[config.mk]
export PLATFORM = sky130hd
export DESIGN_NAME = fetch_sequencer_flat
export DESIGN_NICKNAME = d
export VERILOG_FILES = /design/src/rtl/fetch_sequencer_if.sv /design/src/rtl/fetch_sequencer.sv /design/src/flat_wrapper.sv
export SDC_FILE = /design/constraint.sdc
export NUM_CORES = 1
export LEC_CHECK = 0
export ABC_CLOCK_PERIOD_IN_PS = 4500
export BUFFER_PORTS_ARGS = -buffer_cell sky130_fd_sc_hd__buf_4
export CORE_UTILIZATION = 36
export CTS_CLUSTER_DIAMETER = 60
export DETAILED_ROUTE_END_ITERATION = 8
export GPL_ROUTABILITY_DRIVEN = 1
export HOLD_SLACK_MARGIN = 0.12
export PLACE_DENSITY_LB_ADDON = 0.25
export SYNTH_ARGS = -nofsm -noshare
export SYNTH_HDL_FRONTEND = slang
export SYNTH_SLANG_ARGS = --single-unit
[constraint.sdc]
create_clock -name clk -period 4.5 [get_ports clk]
set_input_delay 0.225 -clock clk [delete_from_list [all_inputs] [get_ports clk]]
set_output_delay 0.225 -clock clk [all_outputs]
set_load 0.01 [all_outputs]
[src/rtl/fetch_sequencer_if.sv]
// -----------------------------------------------------------------------------
// fetch_sequencer_if
//
// Bundles the fetch-stage signals between instruction memory, the data-memory
// stall source, the decode stage and the PC apparatus.
//
// Signals:
//   iMemIn       raw word from instruction memory at the current PC
//   memStall     data-memory busy; freezes fetch while high
//   instruction  word issued to decode
//   pcWrtEn      PC register write enable
//   pcSel        PC source select (PC+4 / PC+offset / reg+offset)
//   bubble       high when instruction is the inserted bubble word
//   illegalOp    fetched opcode is outside the supported opcode set
//   bubbleCount  saturating bubble counter (only with FETCH_PERF_CNT_EN)
//
// Modports:
//   master  the fetch sequencer itself
//   slave   the surrounding pipeline (memory, decode, PC apparatus)
//
// Build option: FETCH_PERF_CNT_EN adds bubbleCount.
// -----------------------------------------------------------------------------
interface fetch_sequencer_if #(
  parameter int unsigned DBITS = 32
);
  logic [DBITS-1:0] iMemIn;
  logic             memStall;
  logic [DBITS-1:0] instruction;
  logic             pcWrtEn;
  logic [1:0]       pcSel;
  logic             bubble;
  logic             illegalOp;
`ifdef FETCH_PERF_CNT_EN
  logic [15:0]      bubbleCount;
`endif

  modport master (
    input  iMemIn,
    input  memStall,
    output instruction,
    output pcWrtEn,
    output pcSel,
    output bubble,
`ifdef FETCH_PERF_CNT_EN
    output bubbleCount,
`endif
    output illegalOp
  );

  modport slave (
    output iMemIn,
    output memStall,
    input  instruction,
    input  pcWrtEn,
    input  pcSel,
    input  bubble,
`ifdef FETCH_PERF_CNT_EN
    input  bubbleCount,
`endif
    input  illegalOp
  );
endinterface

[src/rtl/fetch_sequencer.sv]
// -----------------------------------------------------------------------------
// fetch_sequencer
//
// Fetch-stage control sequencer. Classifies each fetched word, passes it to
// decode or replaces it with a bubble, and drives the PC write enable and PC
// source select. A BRANCH/JAL is issued once and then held for BRANCH_WAIT
// bubble cycles so execute can resolve it; the PC is written on the last
// bubble. A data-memory stall freezes the whole sequence.
//
// Parameters:
//   DBITS        instruction width
//   BRANCH_WAIT  bubble cycles after a control word before the PC loads (1..15)
//   NOOP_WORD    bubble instruction word
//
// Ports:
//   clk    rising-edge clock
//   reset  asynchronous, active-low; forces bubble outputs while low
//   bus    fetch_sequencer_if.master (iMemIn, memStall in; instruction,
//          pcWrtEn, pcSel, bubble, illegalOp [, bubbleCount] out)
//
// Build option: FETCH_PERF_CNT_EN adds the saturating bubbleCount output.
// -----------------------------------------------------------------------------
module fetch_sequencer #(
  parameter int unsigned      DBITS       = 32,
  parameter int unsigned      BRANCH_WAIT = 2,
  parameter logic [DBITS-1:0] NOOP_WORD   = 32'h3b000099
) (
  input logic              clk,
  input logic              reset,
  fetch_sequencer_if.master bus
);

  // Opcode encoding of iMemIn[27:24], matching the decoder.
  localparam logic [3:0] OP_ALUR   = 4'h0;
  localparam logic [3:0] OP_CMPR   = 4'h2;
  localparam logic [3:0] OP_STORE  = 4'h5;
  localparam logic [3:0] OP_BRANCH = 4'h6;
  localparam logic [3:0] OP_ALUI   = 4'h8;
  localparam logic [3:0] OP_LOAD   = 4'h9;
  localparam logic [3:0] OP_CMPI   = 4'hA;
  localparam logic [3:0] OP_JAL    = 4'hB;

  // PC source select encoding shared with the PC apparatus.
  localparam logic [1:0] PCSEL_PCPLUSFOUR = 2'd0;
  localparam logic [1:0] PCSEL_PCOFFSET   = 2'd1;
  localparam logic [1:0] PCSEL_REGOFFSET  = 2'd2;

  localparam logic [0:0] ST_RUN  = 1'b0;
  localparam logic [0:0] ST_WAIT = 1'b1;

  localparam logic KIND_BRANCH = 1'b0;
  localparam logic KIND_JAL    = 1'b1;

  // Counter value on the final bubble of the resolve window.
  localparam logic [3:0] WAIT_LAST = 4'(BRANCH_WAIT);

  if (BRANCH_WAIT < 1 || BRANCH_WAIT > 15) begin : g_bad_wait
    $error("fetch_sequencer: BRANCH_WAIT must be in 1..15");
  end

  logic [0:0] state, state_nxt;
  logic [3:0] cnt, cnt_nxt;
  logic       ctl_kind, ctl_kind_nxt;

  logic [3:0] opcode;
  logic       is_straight;
  logic       is_ctl;

  always_comb begin
    opcode      = bus.iMemIn[27:24];
    is_straight = (opcode == OP_ALUR)  || (opcode == OP_ALUI) ||
                  (opcode == OP_CMPR)  || (opcode == OP_CMPI) ||
                  (opcode == OP_LOAD)  || (opcode == OP_STORE);
    is_ctl      = (opcode == OP_BRANCH) || (opcode == OP_JAL);
  end

  // NOTE: every output and next-state signal gets a default before the case
  // so no path leaves one unassigned, which would infer a latch.
  always_comb begin
    bus.instruction = NOOP_WORD;
    bus.bubble      = 1'b1;
    bus.pcWrtEn     = 1'b0;
    bus.pcSel       = PCSEL_PCPLUSFOUR;
    bus.illegalOp   = 1'b0;
    state_nxt       = state;
    cnt_nxt         = cnt;
    ctl_kind_nxt    = ctl_kind;

    // While reset is low the defaults above are the forced bubble outputs.
    if (reset) begin
      case (state)
        ST_RUN: begin
          // Illegal opcodes flow as straight-line words, flagged.
          bus.illegalOp = !is_straight && !is_ctl;
          if (!bus.memStall) begin
            bus.instruction = bus.iMemIn;
            bus.bubble      = 1'b0;
            if (is_ctl) begin
              // The PC holds on the control word until the window closes.
              ctl_kind_nxt = (opcode == OP_JAL) ? KIND_JAL : KIND_BRANCH;
              cnt_nxt      = 4'd1;
              state_nxt    = ST_WAIT;
            end else begin
              bus.pcWrtEn = 1'b1;
            end
          end
        end

        ST_WAIT: begin
          // iMemIn still shows the held control word; it is not re-examined.
          bus.pcSel = (ctl_kind == KIND_JAL) ? PCSEL_REGOFFSET : PCSEL_PCOFFSET;
          if (!bus.memStall) begin
            if (cnt == WAIT_LAST) begin
              bus.pcWrtEn = 1'b1;
              cnt_nxt     = 4'd0;
              state_nxt   = ST_RUN;
            end else begin
              cnt_nxt = cnt + 4'd1;
            end
          end
        end

        default: begin
          state_nxt = ST_RUN;
          cnt_nxt   = 4'd0;
        end
      endcase
    end
  end

  // NOTE: sequential state uses non-blocking assignments so every register
  // samples the pre-edge values, independent of block ordering.
  always_ff @(posedge clk or negedge reset) begin
    if (!reset) begin
      state    <= ST_RUN;
      cnt      <= 4'd0;
      ctl_kind <= KIND_BRANCH;
    end else begin
      state    <= state_nxt;
      cnt      <= cnt_nxt;
      ctl_kind <= ctl_kind_nxt;
    end
  end

`ifdef FETCH_PERF_CNT_EN
  logic [15:0] bubble_count;

  // Counts every out-of-reset edge on which a bubble was issued; saturates.
  always_ff @(posedge clk or negedge reset) begin
    if (!reset) begin
      bubble_count <= 16'd0;
    end else if (bus.bubble && (bubble_count != 16'hFFFF)) begin
      bubble_count <= bubble_count + 16'd1;
    end
  end

  assign bus.bubbleCount = bubble_count;
`endif

endmodule
[src/flat_wrapper.sv]
// flat-port wrapper written by rule: the top's interface ports become plain ports
module fetch_sequencer_flat 
#(
  parameter int unsigned      DBITS       = 32,
  parameter int unsigned      BRANCH_WAIT = 2,
  parameter logic [DBITS-1:0] NOOP_WORD   = 32'h3b000099
)
  (clk, reset, bus_iMemIn, bus_memStall, bus_instruction, bus_pcWrtEn, bus_pcSel, bus_bubble, bus_illegalOp);
  fetch_sequencer_if #(.DBITS(DBITS)) bus_i ();
  input logic clk;
  input logic reset;
  input wire logic [$bits(bus_i.iMemIn)-1:0] bus_iMemIn;
  input wire logic [$bits(bus_i.memStall)-1:0] bus_memStall;
  output wire logic [$bits(bus_i.instruction)-1:0] bus_instruction;
  output wire logic [$bits(bus_i.pcWrtEn)-1:0] bus_pcWrtEn;
  output wire logic [$bits(bus_i.pcSel)-1:0] bus_pcSel;
  output wire logic [$bits(bus_i.bubble)-1:0] bus_bubble;
  output wire logic [$bits(bus_i.illegalOp)-1:0] bus_illegalOp;
  assign bus_i.iMemIn = bus_iMemIn;
  assign bus_i.memStall = bus_memStall;
  assign bus_instruction = bus_i.instruction;
  assign bus_pcWrtEn = bus_i.pcWrtEn;
  assign bus_pcSel = bus_i.pcSel;
  assign bus_bubble = bus_i.bubble;
  assign bus_illegalOp = bus_i.illegalOp;
  fetch_sequencer #(.DBITS(DBITS), .BRANCH_WAIT(BRANCH_WAIT), .NOOP_WORD(NOOP_WORD)) u_core (.clk(clk), .reset(reset), .bus(bus_i));
endmodule
; Word level (Yosys, flattened, before mapping)
; Index checks and enable logic that the tools add are counted.
[totals]
rom_bits = 0
mem_count = 0
inputBits = 35
ramBits = 0
wordCells = 57
latch_bits = 0
ff_bits = 6
out_inout_bits = 37
[classes]
div = 0
add_sub_neg = 1
eq_ne = 11
order_cmp = 0
mul = 0
mux = 28
shift = 0
n_bitwise = 2
n_reduce_logical = 12
[ops]
columns = op, count
row1 = 32-bit 2-to-1 mux, 3
row2 = "4-bit == test, second input constant", 4
row3 = 4-bit 2-to-1 mux, 4
row4 = 1-bit 2-to-1 mux, 15
row5 = "4-bit by 2-bit == test with 1-bit output, second input constant", 2
row6 = "4-bit by 3-bit == test with 1-bit output, second input constant", 2
row7 = 4-bit one-hot mux with 2 select lines, 1
row8 = 4-bit AND reduction, 2
row9 = 1-bit logical OR, 6
row10 = 2-bit 2-to-1 mux, 3
row11 = "4-bit by 1-bit adder with 4-bit output, second input constant", 1
row12 = 4-bit logical NOT, 1
row13 = "2-bit inequality test, second input constant", 2
row14 = 1-bit one-hot mux with 2 select lines, 2
row15 = 1-bit logical NOT, 2
row16 = "2-bit by 1-bit inequality test with 1-bit output, second input constant", 1
row17 = 1-bit inverter, 2
row18 = 1-bit logical AND, 1

; Logic depth before layout (Yosys ltp)
; Gate-level depths: netlist of the first run.
[logic_depth]
word_depth = 10
mapped_depth = 6
depth_no_buf = 6

; Least setup slack after synthesis of the first run
; Ideal clock, no wire load.
[synth_path]
kind = flip-flop to output port
startpoint = register u_core.cnt[0]
endpoint = output bus_pcWrtEn
t_required_ns = 4.275
arrival_ns = 1.245
stages_incl_launch_ff = 6
path_buffers = 0
setup_slack_ns = 3.030
cell_sequence = dfrtp_1 -> inv_1 -> ha_1 -> inv_1 -> o31ai_1 -> o211a_1
[synth_between]
elab_chain_len = 5
[synth_rtl]
columns = element, line_no
row1 = start: declaration, fetch_sequencer.sv:62  ; logic [3:0] cnt, cnt_nxt;
row2 = start signal: assignment, fetch_sequencer.sv:140  ; cnt <= cnt_nxt;
row3 = 4-bit by 2-bit == test with 1-bit output, fetch_sequencer.sv:113  ; if (cnt == WAIT_LAST) begin
row4 = 1-bit 2-to-1 mux, fetch_sequencer.sv:113
row5 = 1-bit 2-to-1 mux, fetch_sequencer.sv:112  ; if (!bus.memStall) begin
row6 = 1-bit one-hot mux with 2 select lines, fetch_sequencer.sv:91  ; case (state)
row7 = 1-bit 2-to-1 mux, fetch_sequencer.sv:90  ; if (reset) begin
row8 = end: declaration, flat_wrapper.sv:15  ; output wire logic [$bits(bus_i.pcWrtEn)-1:0] bus_pcWrtEn;
; No other way between the ends.

; Final worst setup path of the first run
[layout_path]
startpoint = input reset
endpoint = output bus_instruction[19]
[layout_between]
elab_chain_len = 1
[layout_rtl]
columns = element, line_no
row1 = start: declaration, flat_wrapper.sv:11  ; input logic reset;
row2 = 32-bit 2-to-1 mux, fetch_sequencer.sv:90
row3 = end: declaration, flat_wrapper.sv:14  ; output wire logic [$bits(bus_i.instruction)-1:0] bus_instruction;
; No other way between the ends.

==> impl_metrics.json, run 1 <==
{
  "antenna_found_initial": 0,
  "pre_cts_ws_ns": 2.801,
  "worstPathMaxFanout": 24,
  "die_h_um": 44.31,
  "core_um2": 1594,
  "ir_drop_mv": 0.3184,
  "io_buffer_count": 71,
  "synthFlopType": "dfrtp_1",
  "ys_top_cells_by_area": "and3_1 23%, dfrtp_1 23%, or3_1 6.8%, inv_1 4.1%, ha_1 3.9%",
  "synth_fp_nets": 124,
  "post-route-period-util_pct": 44.95,
  "cp.arrival_ns": 1.80,
  "synth_edf_count": 0,
  "fin_skew_ns": 0.001286,
  "ys_seq_area_share_pct": 23.30,
  "dr.pass1.iters": 4,
  "maxSlewViolCount": 0,
  "drive_gt1_share_pct": 50.64,
  "tightest_slew_ns": 0.5604,
  "cts_resized": 0,
  "clk_pin_slew_ns": 0.04,
  "clk_latency_ns": 0.24,
  "cts-root-buf": "clkbuf_4",
  "synth_top_area_cell": "and3_1",
  "maxSlewHeadroom_pct": 62.32,
  "end_kind": "primary output",
  "final_common_cell": "buf_4",
  "design.die.area_um2": 1963,
  "yosys_warnings": 0,
  "track_usage_pct": 23.32,
  "path_class": "in2out",
  "setup_tns_ns": 0,
  "cp.required_ns": 4.28,
  "grt_pass1_wl_um": 3436,
  "post-cts-setup-buffer-count": 0,
  "layout_common_cells": "71 x buf_4, 24 x and3_1, 7 x inv_1, 7 x or3_1, 6 x dfrtp_1",
  "grt_use_met3_pct": 5.306,
  "ios": 72,
  "status": "finished clean",
  "grt_pass1_vias": 801,
  "syn2layout_area_growth_pct": 88.93,
  "synth_area_per_cell_um2": 7.407,
  "top_usage_layer": "met2",
  "grt_util_met2_pct": 40.00,
  "grt_max_degree": 27,
  "overflow": 0,
  "routabilityCongestion": 0.7970,
  "setup_viol": 0,
  "rows": 14,
  "drcViolationCount": 0,
  "async_flop_share_pct": 100.0,
  "diodes": 0,
  "wire_per_inst_um": 12.76,
  "met1_usage_pct": 28.93,
  "first_iter_violations": 23,
  "max_cap_viol_count": 0,
  "nets": 195,
  "final.min_clock_period_ns": 2.023,
  "cts_sinks": 6,
  "synth_cell_types": 30,
  "crit_path_start_kind": "input pin",
  "hold_class": "in2reg",
  "dieWidth_um": 44.31,
  "syn_inst": 87,
  "setup_ws_ns": 2.477,
  "yosysTopAreaCellShare_pct": 23.30,
  "wirelength_um": 2296,
  "synth_area_um2": 644.4,
  "vias": 924,
  "start_util_pct": 40.42,
  "yosys_register_bits": 6,
  "fmax_mhz": 494.4,
  "clockBufferDepth": 2,
  "cts_buffers": 3,
  "p_leak_nw": 0.7013,
  "antenna_left": 0,
  "power-per-cell-area_nw_per_um2": 287.8,
  "hold_buffers": 1,
  "cts_max_level": 1,
  "dpl.hpwl_um": 1835,
  "timing.final.hold_violations": 0,
  "rsz0062_at_grt": "no",
  "cts_tree": "done",
  "via_per_inst": 5.133
}
worst paths after layout:
path                                                     to                        start  slack, ns  cells past startpoint
worst max-delay path                    bus_instruction[19]                        reset       2.48                      5
max in group asynchronous       u_core.ctl_kind$_DFFE_PN0P_                        reset       4.01                      2
worst min-delay path            u_core.ctl_kind$_DFFE_PN0P_               bus_iMemIn[24]       0.29                      3
worst min register to register  u_core.ctl_kind$_DFFE_PN0P_  u_core.ctl_kind$_DFFE_PN0P_       0.56                      2
min in group asynchronous         u_core.cnt[2]$_DFFE_PN0P_                        reset       0.35                      2
worst max register to register    u_core.cnt[3]$_DFFE_PN0P_    u_core.cnt[0]$_DFFE_PN0P_       2.87                      6
stage by stage:
step / utilization [%] / instances / hold slack (ns) / area, um2 / power, W
floorplan: - / 87 / -0.07059 / 644.4 / 0.0002147
global placement: 74.33 / 176 / 0.05257 / 1185 / 0.0002925
detailed placement: 74.33 / 176 / 0.05410 / 1185 / 0.0003011
CTS: 76.37 / 180 / 0.2846 / 1217 / 0.0003511
global route: 76.37 / 180 / 0.3210 / 1217 / 0.0003786
finish: 76.37 / 180 / 0.2883 / 1217 / 0.0003503
flip-flops by register name, indices dropped and copies added (netlist names):
| signal | cells |
|---|---|
| u_core.cnt | 4 |
| u_core.ctl_kind | 1 |
| u_core.state | 1 |
critical path: stages:
cell and delay (ns):
dlygate4sd3_1 0.53, buf_4 0.18, and2b_1 0.51, and3_1 0.24
buf_4 0.12
Yosys cell counts (all sizes together) (2+ instances only):
cell / number
a21o: 2
and3: 24
clkbuf: 6
dfrtp: 6
ha: 2
inv: 7
nand2: 5
nor2: 4
nor4: 2
o211ai: 2
o21ai: 4
or3: 8
kinds of logic (layout without fill, tap and decap cells):
group | after synthesis | after routing | share of synthesized area (%)
AND/OR/NAND/NOR | 49 | 49 | 45.05
adder cells (fa/ha/maj) | 2 | 2 | 3.883
flip-flops | 6 | 6 | 23.30
buffers and inverters | 13 | 82 | 7.573
AO/OA/AOI/OAI | 16 | 16 | 18.45
multiplexers | 1 | 1 | 1.747
cell type report:
class,instances,area (um2)
timing repair buffer,72,543.0
sequential,6,150.1
inverter,7,26.28
clock buffer,3,22.52
multi-input combinational,68,445.4
fill,118,376.6
tap,24,30.03
layer usage:
layer | wire length (um) | up-vias | share of wire (%)
met5 | 0 | - | 0
met4 | 0 | 0 | 0
met3 | 200 | 0 | 8.7
met2 | 1178 | 45 | 51
met1 | 917 | 418 | 40
li1 | - | 461 | -
where the power goes:
group          internal (W)  switching, W
sequential        0.0000743     0.0000343
clock             0.0000300     0.0000166
combinational     0.0000982     0.0000969
Note: power is estimated with default switching activity, not from simulation.
==> inputs of run 2 (changes only) <==
--- a/config.mk
+++ b/config.mk
@@ -5,9 +5,10 @@
 export SDC_FILE = /design/constraint.sdc
 export NUM_CORES = 1
 export LEC_CHECK = 0
-export ABC_CLOCK_PERIOD_IN_PS = 4500
+export ABC_AREA = 1
+export ABC_CLOCK_PERIOD_IN_PS = 1700
 export BUFFER_PORTS_ARGS = -buffer_cell sky130_fd_sc_hd__buf_4
-export CORE_UTILIZATION = 36
+export CORE_UTILIZATION = 31
 export CTS_CLUSTER_DIAMETER = 60
 export DETAILED_ROUTE_END_ITERATION = 8
 export GPL_ROUTABILITY_DRIVEN = 1
==> constraint.sdc (replaced) <==
create_clock -name clk -period 1.7 [get_ports clk]
set_input_delay 0.085 -clock clk [delete_from_list [all_inputs] [get_ports clk]]
set_output_delay 0.085 -clock clk [all_outputs]
set_load 0.01 [all_outputs]
==> run 2 against run 1 <==
Effect of this change: critical path depth fell by 1; synthesized cell count rose by 43%; die area rose by 22%; first-iteration DRC count fell by 22%; sequential power rose by 100%; synthesized area rose by 6.0%; sequential share of layout area fell by 0.43 points; sequential cell count did not move; combinational power rose by 66%; core utilization fell by 14 points; wire length fell by 2.9%; worst setup slack got worse by 2.3 ns; critical endpoint is now bus_instruction[0]; largest cell class unchanged.
==> impl_metrics.json, run 2 <==
{
  "cp-endpoint": "bus_instruction[0]",
  "clockBufferDepth": 2,
  "largest_reg_flops": 4,
  "synth_fa_ha_area_share_pct": 3.663,
  "maxSlewViolCount": 0,
  "top_register": "u_core.cnt",
  "timing.rr.start": "u_core.cnt[0]$_DFFE_PN0P_",
  "yosys_register_bits": 6,
  "clk_latency_ns": 0.24,
  "synth_area_per_cell_um2": 5.509,
  "antenna_found_initial": 0,
  "wl_met3_um": 190,
  "dr.pass1.iters": 4,
  "wirelength_um": 2229,
  "syn_inst": 124,
  "rsz0062_at_grt": "no",
  "ios": 72,
  "end_kind": "primary output",
  "ys_top_cells_by_area": "dfrtp_1 22%, inv_1 17%, nor2_1 17%, nand2_1 16%, or2_1 4.6%",
  "routabilityCongestion": 0.8278,
  "wire_per_inst_um": 9.996,
  "drcViolationCount": 0,
  "synth_cell_types": 19,
  "reg_top3": "u_core.cnt x4, u_core.ctl_kind x1, u_core.state x1",
  "cts_resized": 0,
  "cts_sinks": 6,
  "diodes": 0,
  "cp.required_ns": 1.62,
  "worstPathMaxFanout": 31,
  "final.min_clock_period_ns": 1.548,
  "dp_cells": 219,
  "worstHoldPathCells": 4,
  "final_common_cell": "buf_4",
  "utilization_pct": 62.38,
  "reg2reg_to": "u_core.cnt[3]$_DFFE_PN0P_",
  "synth-xor-area-share_pct": 2.564,
  "io_buffer_count": 71,
  "setup_tns_ns": 0,
  "cp.arrival_ns": 1.46,
  "cts_tree": "done",
  "die_h_um": 48.95,
  "synthSimpleGateAreaFrac_pct": 48.35,
  "synth_top_area_cell": "dfrtp_1",
  "synthFlopType": "dfrtp_1",
  "clk_pin_slew_ns": 0.04,
  "synth_fp_nets": 161,
  "ys_seq_area_share_pct": 21.98,
  "cts_max_level": 1,
  "power-per-cell-area_nw_per_um2": 527.4,
  "synth_common_cells": "31 x inv_1, 31 x nor2_1, 30 x nand2_1",
  "wl_met1_um": 920,
  "worstSetupStartpoint": "u_core.state$_DFFE_PN0P_",
  "syn2layout_area_growth_pct": 84.62,
  "core_um2": 2022,
  "dpl.hpwl_um": 1825,
  "fmax_mhz": 646.1,
  "rows": 16,
  "dieWidth_um": 48.95,
  "start_util_pct": 33.79,
  "rrSetupSlack_ns": 0.50,
  "nFillCells": 183,
  "vias": 917,
  "overflow": 0,
  "fin_skew_ns": 0.0001800,
  "tightest_slew_ns": 0.2865,
  "path_class": "reg2out",
  "p_leak_nw": 0.8240,
  "maxSlewHeadroom_pct": 80.88,
  "hold_class": "in2reg",
  "design.die.area_um2": 2396,
  "via_per_inst": 4.112,
  "layout_common_cells": "71 x buf_4, 31 x inv_1, 31 x nor2_1, 30 x nand2_1, 6 x dfrtp_1",
  "yosys-mux-area-fraction_pct": 0,
  "grt_max_degree": 32,
  "synth_area_um2": 683.2,
  "cts_buffers": 3,
  "top_layer_used": "met4",
  "status": "finished clean",
  "synth_top_family_by_area": "simple AND/OR/NAND/NOR gates",
  "track_usage_pct": 19.12,
  "yosysTopAreaCellShare_pct": 21.98,
  "max_cap_viol_count": 0,
  "final_cells": 223,
  "hold_ws_ns": 0.1750,
  "post-route-period-util_pct": 91.05,
  "grt_pass1_vias": 812,
  "drive_gt1_share_pct": 40.31,
  "grt_pass1_wl_um": 3608,
  "antenna_left": 0,
  "async_flop_share_pct": 100.0,
  "ir_drop_mv": 0.5049,
  "yosys_warnings": 0,
  "crit_path_start_kind": "register",
  "met2RoutedLength_um": 1090,
  "nets": 235,
  "synth_compound_area_share_pct": 2.198,
  "setup_viol": 0,
  "cts-root-buf": "clkbuf_4",
  "first_iter_violations": 18,
  "synth_edf_count": 0,
  "rr_worst_depth": 7,
  "timing.final.hold_violations": 0
}
[run 2: cell count changes in the layout (fill, tap and decap cells not counted), sizes merged, moves of 2 or more]
cell / before / now
a21o: 2 / 0
and3: 24 / 0
inv: 7 / 33
nand2: 5 / 31
nand3: 1 / 4
nor2: 4 / 32
nor4: 2 / 0
o211ai: 2 / 0
o21ai: 4 / 1
or2: 0 / 6
or3: 8 / 0
[run 2: metal layers]
layer | track usage (%) | vias up
met5 | 0 | -
met4 | 6.863 | 0
met3 | 2.804 | 4
met2 | 34.26 | 44
met1 | 22.94 | 377
li1 | - | 492
[run 2: repair_timing]
item	in CTS	in global routing
setup endpoints to repair	0	0
setup buffers	0	0
endpoints found under the hold margin	6	0
hold buffers	1	0
[run 2: how the worst min path moves through the flow]
stage                       startpoint                        end  slack [ns]
after detailed placement         reset  u_core.cnt[3]$_DFFE_PN0P_       -0.10
final                     bus_memStall  u_core.cnt[0]$_DFFE_PN0P_        0.18
after CTS                 bus_memStall  u_core.cnt[0]$_DFFE_PN0P_        0.18
after global routing      bus_memStall  u_core.cnt[0]$_DFFE_PN0P_        0.20
after global placement           reset  u_core.cnt[2]$_DFFE_PN0P_       -0.10
after floorplan                  reset  u_core.cnt[0]$_DFFE_PN0P_       -0.21
[run 2: per-stage QoR]
step                worst slack (ns)  instance area, um2  power [W]
floorplan                     0.6336               683.2  0.0003833
global placement              0.4514                1229  0.0005265
detailed placement            0.4107                1229  0.0005420
CTS                           0.1527                1261  0.0006725
global route                 0.07080                1261  0.0007253
finish                        0.1522                1261  0.0006652
[run 2: logic make-up (layout without fill, tap and decap cells)]
logic type                 after synthesis  after routing
AOI/OAI and AO/OA                        3              3
adders and majority gates                2              2
DFF                                      6              6
buffers and inverters                   36            108
xor gates and xnor gates                 2              2
and+or+nand+nor                         75             75
[run 2: worst max-delay path, stage by stage (launching register included)]
cell and delay (ns):
dfrtp_1 0.42, inv_2 0.14, nand2_4 0.19, or2_2 0.32, buf_4 0.14
[run 2: final cells by class]
| type | instances | area [um2] | area share, % |
|---|---|---|---|
| flip-flops and latches | 6 | 150.1 | 11.90 |
| repair buffers | 72 | 543.0 | 43.06 |
| multi-input cells | 82 | 387.9 | 30.75 |
| inverters | 33 | 123.9 | 9.821 |
| well taps | 27 | 33.78 | 2.679 |
| clock buffers | 3 | 22.52 | 1.786 |
[run 2: report_power, final]
| part | switching (W) | total [W] | leakage (nW) | internal, W |
|---|---|---|---|---|
| Sequential | 0.0000400 | 0.000218 | 0.0789 | 0.000178 |
| Combinational | 0.000159 | 0.000323 | 0.731 | 0.000164 |
| Clock | 0.0000449 | 0.000124 | 0.0138 | 0.0000794 |
==> inputs of run 3 (changes only) <==
--- a/config.mk
+++ b/config.mk
@@ -5,10 +5,11 @@
 export SDC_FILE = /design/constraint.sdc
 export NUM_CORES = 1
 export LEC_CHECK = 0
-export ABC_AREA = 1
+export ABC_AREA = 0
 export ABC_CLOCK_PERIOD_IN_PS = 1700
 export BUFFER_PORTS_ARGS = -buffer_cell sky130_fd_sc_hd__buf_4
-export CORE_UTILIZATION = 31
+export CORE_ASPECT_RATIO = 1.2
+export CORE_UTILIZATION = 30
 export CTS_CLUSTER_DIAMETER = 60
 export DETAILED_ROUTE_END_ITERATION = 8
 export GPL_ROUTABILITY_DRIVEN = 1
==> run 3 against run 2 <==
Effect of this change: first-iteration DRC count grew 50%; worst setup slack lost 0.055 ns; largest cell class unchanged; worst hold slack lost 0.041 ns; count of clock-buffer cells in the layout is the same; clock power grew 6%; final area shrank 1.1%; sequential cell count is the same; global-route usage grew 0.20 points; critical path depth grew 3; total power grew 45%; combinational power grew 69%.
==> impl_metrics.json, run 3 (same netlist as run 1, synthesis figures left out) <==
{
  "max_cap_viol_count": 0,
  "wire_per_inst_um": 12.51,
  "tightest_slew_ns": 0.3479,
  "maxSlewHeadroom_pct": 76.81,
  "via_per_inst": 4.794,
  "utilization_pct": 60.87,
  "hold_end": "u_core.ctl_kind$_DFFE_PN0P_",
  "rr_worst_depth": 7,
  "layout_common_cells": "74 x buf_4, 24 x and3_1, 7 x inv_1, 7 x or3_1, 6 x dfrtp_1",
  "clockBufferDepth": 2,
  "switching_share_pct": 41.38,
  "reg_top3": "u_core.cnt x4, u_core.ctl_kind x1, u_core.state x1",
  "worstSetupStartpoint": "u_core.cnt[0]$_DFFE_PN0P_",
  "diodes": 0,
  "worstPathMaxFanout": 5,
  "final_common_cell": "buf_4",
  "final_area_um2": 1247,
  "fin_skew_ns": 0.001510,
  "cpPeakStageDelay_ns": 0.41,
  "rrSetupSlack_ns": 0.27,
  "track_usage_pct": 19.32,
  "wirelength_um": 2365,
  "drcViolationCount": 0,
  "clk_pin_slew_ns": 0.05,
  "cts_buffers": 3,
  "largest_reg_flops": 4,
  "die_h_um": 52.77,
  "ir_drop_mv": 0.6421,
  "clkPwrFrac_pct": 13.7,
  "post-route-period-util_pct": 94.31,
  "cts_resized": 0,
  "design.die.area_um2": 2338,
  "start_util_pct": 31.44,
  "cp.required_ns": 1.62,
  "intPower_w": 0.0005647,
  "cts_tree": "done",
  "grt_max_degree": 23,
  "cp.arrival_ns": 1.52,
  "timing.final.hold_violations": 0,
  "fmax_mhz": 623.7,
  "nets": 198,
  "power-per-cell-area_nw_per_um2": 772.2,
  "grt_pass1_vias": 766,
  "setup_tns_ns": 0,
  "cp_cell_sequence": "inv_1, ha_1, inv_1, o31ai_1, buf_4, o211a_1, buf_4",
  "path_class": "reg2out",
  "routabilityCongestion": 0.8089,
  "cts_sinks": 6,
  "ff_latch_area_um2": 150.1,
  "first_iter_violations": 27,
  "timing.rr.start": "u_core.cnt[0]$_DFFE_PN0P_",
  "dieWidth_um": 44.31,
  "antenna_found_initial": 0,
  "cts_max_level": 1,
  "crit_path_start_kind": "register",
  "seq_power_share_pct": 29.7,
  "dpl.hpwl_um": 1883,
  "cts-root-buf": "clkbuf_4",
  "status": "finished clean",
  "setup_viol": 0,
  "core_um2": 2049,
  "combinationalPowerShare_pct": 56.6,
  "top_register": "u_core.cnt",
  "hold_start": "bus_iMemIn[24]",
  "reg2reg_to": "u_core.cnt[0]$_DFFE_PN0P_",
  "ios": 72,
  "syn2layout_area_growth_pct": 93.59,
  "io_buffer_count": 71,
  "vias": 906,
  "nFillCells": 195,
  "rows": 18,
  "fin_total_pwr_w": 0.0009633,
  "final.min_clock_period_ns": 1.603,
  "hold_class": "in2reg",
  "drive_gt1_share_pct": 51.57,
  "multiInputGateArea_um2": 445.4,
  "maxSlewViolCount": 0,
  "dr.pass1.iters": 4,
  "cp_slowest_cell": "dfrtp_1",
  "rsz0062_at_grt": "no",
  "p_leak_nw": 0.7166,
  "antenna_left": 0,
  "end_kind": "primary output",
  "placed_area_um2": 1215,
  "p_switching_w": 0.0003986,
  "overflow": 0,
  "worstHoldPathCells": 3,
  "grt_pass1_wl_um": 3374,
  "clk_latency_ns": 0.24
}
run 3: changes by cell type in the layout (fill, tap and decap cells not counted), sizes merged, moves of 3 or more:
cell,before,now
nor2,32,4
nand2,31,5
or2,6,0
or3,0,8
buf,71,74
and3,0,24
o21ai,1,4
nand3,4,1
inv,33,7
run 3: repair_timing:
action                                 in CTS  in global routing
endpoints found under the hold margin       6                  0
buffers inserted                            0                  0
hold buffers                                1                  0
run 3: layout make-up:
class                           count  share of cell area [%]
Timing Repair Buffer               75                   45.34
Multi-Input combinational cell     68                   35.71
Sequential cell                     6                   12.04
Tap cell                           30                   3.009
Inverter                            7                   2.106
Clock buffer                        3                   1.805
run 3: worst max-delay path by stage:
stage	endpoint	slack, ns
floorplan	u_core.cnt[3]$_DFFE_PN0P_	0.28
global placement	u_core.cnt[0]$_DFFE_PN0P_	0.33
detailed placement	u_core.cnt[0]$_DFFE_PN0P_	0.29
CTS	bus_pcWrtEn	0.10
global route	bus_pcWrtEn	0.003
finish	bus_pcWrtEn	0.1
run 3: through the flow:
stage	setup slack, ns	cells	hold slack, ns
after global placement	0.3336	185	-0.08246
after global routing	0.002523	189	0.1692
final	0.09667	189	0.1338
after floorplan	0.2792	87	-0.2106
after CTS	0.1006	189	0.1321
after detailed placement	0.2898	185	-0.08297
run 3: layer usage:
layer  GRT usage [%]  vias to the layer above  share of wire [%]
met4           4.040                        0                  0
met1           18.67                      398                 37
met2           39.95                       47                 55
met3           4.138                        0                7.4
met5               0                        -                  0
li1                -                      461                  -
run 3: power groups by stage:
stage	combinational (W)	clock, W	sequential [W]
6_report	0.000545	0.000132	0.000286
3_5_place_dp	0.000545	0	0.000287
5_1_grt	0.000604	0.000145	0.000296
4_1_cts	0.000549	0.000135	0.000286
2_1_floorplan	0.000321	0	0.000247
3_3_place_gp	0.000535	0	0.000281
run 3: worst max-delay path: cells and delay by family, from the launching register on:
kind | cells | cell delay, ns
adders and majority gates | 1 | 0.13
buffers and inverters | 4 | 0.41
DFF | 1 | 0.41
AOI/OAI and AO/OA | 2 | 0.32
